**config.mk**
```make
export PLATFORM = sky130hd
export DESIGN_NAME = param_load_controller
export DESIGN_NICKNAME = d
export VERILOG_FILES = /design/src/rtl/param_load_controller.sv
export SDC_FILE = /design/constraint.sdc
export NUM_CORES = 1
export LEC_CHECK = 0
export CAP_MARGIN = 20
export CORE_AREA = 2 2 58 60
export CTS_CLUSTER_SIZE = 24
export DETAILED_ROUTE_END_ITERATION = 10
export DIE_AREA = 0 0 60 62
export MAX_ROUTING_LAYER = met4
export PLACE_DENSITY_LB_ADDON = 0.3
export SYNTH_ARGS = -nofsm -noshare
export SYNTH_HDL_FRONTEND = slang
export SYNTH_SLANG_ARGS = --single-unit
```
**constraint.sdc**
```tcl
create_clock -name clk -period 1.7 [get_ports clk]
set_input_delay 0.34 -clock clk [delete_from_list [all_inputs] [get_ports clk]]
set_output_delay 0.34 -clock clk [all_outputs]
set_load 0.005 [all_outputs]
```
**src/rtl/param_load_controller.sv**
```systemverilog
// Load sequencer for the 24-byte neuron parameter shift register: accepts bytes over
// valid/ready, issues one registered shift per byte, and flags completion or idle timeout.
module param_load_controller #(
  parameter int NUM_PARAMS = 24,
  parameter int TIMEOUT    = 1023
) (
  input  logic       clk,
  input  logic       reset,
  input  logic       start,
  input  logic       in_valid,
  input  logic [7:0] in_data,
  output logic       in_ready,
  output logic [7:0] sr_data,
  output logic [1:0] sr_selector,
  output logic       busy,
  output logic       loaded,
  output logic       err,
  output logic [4:0] byte_count
);

  typedef enum logic [1:0] {IDLE, LOAD, DONE, ERR} state_t;

  localparam logic [4:0] LAST_IDX = 5'(NUM_PARAMS - 1);
  localparam logic [9:0] IDLE_MAX = 10'(TIMEOUT - 1);

  state_t     state_reg;
  logic [9:0] idle_cnt_reg;
  logic       xfer;

  assign in_ready = (state_reg == LOAD);
  assign xfer     = in_valid & in_ready;

  always_ff @(posedge clk) begin
    if (reset) begin
      state_reg    <= IDLE;
      sr_selector  <= 2'b00;
      sr_data      <= 8'h00;
      byte_count   <= 5'd0;
      idle_cnt_reg <= 10'd0;
      busy         <= 1'b0;
      loaded       <= 1'b0;
      err          <= 1'b0;
    end else begin
      // Shift command is a single-cycle pulse unless a transfer re-arms it below.
      sr_selector <= 2'b00;
      case (state_reg)
        IDLE, DONE, ERR: begin
          if (start) begin
            state_reg    <= LOAD;
            byte_count   <= 5'd0;
            idle_cnt_reg <= 10'd0;
            loaded       <= 1'b0;
            err          <= 1'b0;
            busy         <= 1'b1;
          end else if (state_reg == DONE) begin
            // First DONE cycle is when the shift register has captured the last byte.
            loaded <= 1'b1;
            busy   <= 1'b0;
          end
        end
        LOAD: begin
          if (xfer) begin
            sr_data      <= in_data;
            sr_selector  <= 2'b01;
            byte_count   <= byte_count + 5'd1;
            idle_cnt_reg <= 10'd0;
            if (byte_count == LAST_IDX) begin
              state_reg <= DONE;
            end
          end else if (idle_cnt_reg == IDLE_MAX) begin
            state_reg <= ERR;
            err       <= 1'b1;
            busy      <= 1'b0;
            loaded    <= 1'b0;
          end else begin
            idle_cnt_reg <= idle_cnt_reg + 10'd1;
          end
        end
        default: state_reg <= IDLE;
      endcase
    end
  end

endmodule

```
; ---- Word level (Yosys, flattened, before mapping)
; Cells that the tools add are included.
[word_totals]
ff_bits = 30
latchBits = 0
mem_bits_rw = 0
rom_bits = 0
inputBits = 12
out_inout_bits = 19
word_cells = 59
n_memories = 0
[classes]
addsub = 2
multipliers = 0
div = 0
order_cmp = 0
eq_ne = 13
shift = 0
muxes = 25
n_bitwise = 2
reduce_logical = 9
[ops]
columns = cell, n
row1 = $mux W10, 3
row2 = $pmux W10 S2, 1
row3 = $add A10 B1 Y10 const B, 1
row4 = $eq A10 B10 Y1 const B, 1
row5 = $mux W1, 10
row6 = $mux W5, 2
row7 = $pmux W5 S2, 1
row8 = $reduce_and A3 Y1, 3
row9 = $mux W2, 4
row10 = $ne A3 B3 Y1 const B, 2
row11 = $pmux W1 S2, 3
row12 = $reduce_and A2 Y1, 3
row13 = $add A5 B1 Y5 const B, 1
row14 = $eq A5 B5 Y1 const B, 1
row15 = $eq A2 B2 Y1 const B, 2
row16 = $ne A2 B1 Y1 const B, 2
row17 = $ne A2 B2 Y1 const B, 2
row18 = $pmux W2 S2, 1
row19 = $ne A3 B1 Y1 const B, 1
row20 = $ne A3 B2 Y1 const B, 1
row21 = $reduce_or A3 Y1, 1
row22 = $eq A2 B1 Y1 const B, 1
row23 = $logic_not A2 Y1, 1
row24 = $reduce_or A2 Y1, 1
row25 = 2 further kinds, 2

; ---- Logic depth before layout (Yosys ltp)
[depth]
word_depth = 4
depth_mapped = 6
mapped_depth_nobuf = 6

; ---- Worst setup path before layout
; Ideal clock, no wire load.
[synth_path]
path_type = reg-to-reg
start = register state_reg[1]
end = register idle_cnt_reg[6]
setup_time_ns = 0.074
arrival_time_ns = 1.524
required_time_ns = 1.626
setup_slack_ns = 0.102
stages_incl_launch_ff = 6
n_path_buf = 1
period_less_slack_ns = 1.598
cell_sequence = dfxtp_1 and3b_1 buf_6 a211o_4 or4_1 o21ai_0
[synth_between]
elab_chain_cells = 4
word_cells_on_any_way = 11
classes_between = eq/ne: 5 / mux: 2 / bitwise: 1 / reduce/logical: 3
[synth_lines]
columns = element, line
row1 = "start, declared", 26  ; state_t state_reg;
row2 = "start signal, assigned", 35  ; state_reg <= IDLE;
row3 = "start signal, assigned", 49  ; state_reg <= LOAD;
row4 = "start signal, assigned", 68  ; state_reg <= DONE;
row5 = "$eq A2 B1 Y1, or another cell as far along", "30, 46"
row6 = $and A1 B1 Y1 / $reduce_or A3 Y1 (equally long branches), "31, 46"
row7 = "$mux W10, or another cell as far along", 62  ; if (xfer) begin
row8 = $pmux W10 S2 / $reduce_and A2 Y1 (equally long branches), n/a
row9 = "end signal, assigned", 76  ; idle_cnt_reg <= idle_cnt_reg + 10'd1;
row10 = "end, declared", 27  ; logic [9:0] idle_cnt_reg;
; Parallel ways exist; a longest one is shown, timed or not.
; A chain may end at the register's enable or synchronous reset.

; ---- Worst setup path in the final report
[layout_path]
start = register idle_cnt_reg[0]
end = register idle_cnt_reg[6]
[layout_between]
elab_chain_cells = 4
word_cells_on_any_way = 7
classes_between = add/sub: 1 / eq/ne: 2 / mux: 3 / reduce/logical: 1
[layout_lines]
columns = element, line
row1 = $add A10 B1 Y10, 76
row2 = $mux W10, 70  ; end else if (idle_cnt_reg == IDLE_MAX) begin
row3 = $mux W10, 62
row4 = $pmux W10 S2, 46  ; case (state_reg)
; Parallel ways exist; a longest one is shown, timed or not. The select of a mux whose other input is x is not followed.

==> impl_metrics.toml <==
[drt]
drt_first_pass_iters = 4
dr.max_layer_used = "met4"
route.met3.wl_um = 261
viasPerCell = 5.44
antenna_left = 0
wirelength_met1_um = 1410
totalWireLength_um = 3470
dr_wl_met2_um = 1760
wire_per_inst_um = 14.0
vias = 1349
drt_iter0_drc = 105
drc = 0

[synth]
synthCells = 151
synth_top_cell_by_area = "dfxtp_1"
syn_area_mm2 = 0.00131
synth_seq_cells = 29
synth-seq-area-share = 0.444
avgSynthCellArea_um2 = 8.67
synth_edf_count = 0
ys_top_cells_by_count = "dfxtp_1 (29), nand2_1 (21), a21oi_1 (20)"
synth_flop_cell = "dfxtp_1"
async_flop_share = 0
synthTopCellsByArea = "dfxtp_1 (44%), a21oi_1 (7.6%), nand2_1 (6.0%)"
ys_warn_count = 0
synth_cell_types = 38
yosysMostFrequentCell = "dfxtp_1"
mappedNetlistNets = 166
synth.top_cell.area_share = 0.444

[sta]
setup_viol = 0
finalMaxSlewViolations = 0
holdWs_ps = 457
skew_ps = 7.34
relSlewSlack = 0.611
clock.fmax_ghz = 0.615
tightest_slew_ps = 578
min_period_ps = 1630
tns_ps = 0
grt_setup_unrepaired = "yes"
fin_crit_sh = 0.957
hold_violations = 0

[floorplanning]
start_util = 0.412
num_rows = 21
dieArea_mm2 = 0.00372
core_area_mm2 = 0.00318
die_h_um = 62
ioPinCount = 31
die_w_um = 60

[finish]
largest_reg_flops = 10
drive_gt1_frac = 0.233
fin_nets = 216
antenna_cells = 0
stdcell_count = 248
areaGrowthSynthToFinish_pct = 47.2

[power_and_ir_drop]
total_power_uw = 1490
peakVddDrop_v = 0.000429
power.density_mw_per_mm2 = 771
leakagePower_uw = 0.000703

[global_routing]
grt_pass1_wl_um = 5330
grt_pass1_vias = 1227
grt_max_degree = 21
grt_overflow = 0
grt_antenna_before_repair = 0
grt.total_usage = 0.200

[clocking]
cts.sinks = 29
h-tree-depth = 2
clkTransAtPathRegs_ps = 90
cts_buffers = 5
clk_latency_ps = 330
cts_tree = "built"
clk_path_buf_depth = 2
root_buffer = "clkbuf_4"
cts_hold_buf = 0

[setup_path]
cp-start-kind = "flip-flop"
cp_max_fo = 5
reg2reg_from = "idle_cnt_reg[0]"
cp.required_ps = 1960
arrival_ps = 1890
end_kind = "flip-flop"
crit_path_start = "idle_cnt_reg[0]"
path_class = "flip-flop to flip-flop"

[job]
drv_cap = 0

[placed_design]
dp_cells = 235
detailed_place_hpwl_um = 2400
place_congestion = 0.817
portBuffers = 29

[hold_path]
hold_path.class = "flip-flop to flip-flop"
worstHoldStart = "sr_data[5]"

[outcome]
status = "finished clean"
[where the power goes]
group | total (uW) | switching, uW | internal, uW
Clock | 594 | 243 | 351
Combinational | 183 | 85.0 | 97.7
Sequential | 710 | 14.9 | 695
[final cells by class]
class / instances / area, um^2
Clock buffer: 7 / 55.1
Clock inverter: 1 / 30.0
Fill cell: 280 / 1250
Inverter: 5 / 18.8
Multi-Input combinational cell: 110 / 731
Sequential cell: 29 / 591
Tap cell: 46 / 57.6
Timing Repair Buffer: 50 / 444
[worst max-delay path, stage by stage, from the launching register on]
cell and delay, ps:
dfxtp_2 340, buf_4 100, buf_4 120, ha_2 200, and3_1 160, o2111ai_1 130, or4_1 420, o21ai_0 80
[kinds of logic after synthesis]
logic type,Yosys count,synth area share
AND/OR/NAND/NOR,63,0.262
AO/OA/AOI/OAI,41,0.205
flip-flops,29,0.444
buffers and inverters,12,0.0430
adder cells (fa/ha/maj),3,0.0287
multiplexers,2,0.0153
other,1,0.00287
[repair_timing]
action,CTS,global route
buffers inserted,2,3
pin swaps,0,5
gates cloned,0,1
endpoints found under the setup margin,2,8
resized for setup,6,16
[cells in the final DEF, fill, tap and decap left out, types with 3 or more instances in the layout]
cell type and n:
a21oi_1 20, buf_4 20, clkbuf_4 5, clkdlybuf4s50_1 28, dfxtp_1 25, inv_1 3, nand2_1 21, nand3_1 5
nor2_1 10, o21ai_0 5, or3_1 4, or4_1 3
[metrics by stage]
step / setup WS [ps] / utilization / instance area [um^2]
CTS: 25.0 / 0.582 / 1850
detailed placement: -240 / 0.547 / 1740
finish: 73.3 / 0.606 / 1930
global route: -1.10 / 0.606 / 1930
global placement: -216 / 0.547 / 1740
floorplan: 102 / - / 1310
[path summary, 6_finish.rpt]
check	endpoint	slack (ps)	cells after the start
max	idle_cnt_reg[6]	70	7
min	sr_data[5]	460	2
max reg2reg	idle_cnt_reg[6]	70	7
min reg2reg	sr_data[5]	460	2
[metal layers]
layer,global-route usage,vias up
met5,-,-
met4,0.0667,0
met3,0.0828,5
met2,0.340,51
met1,0.212,639
li1,-,654
No activity file was read; power rests on OpenSTA's default activity.
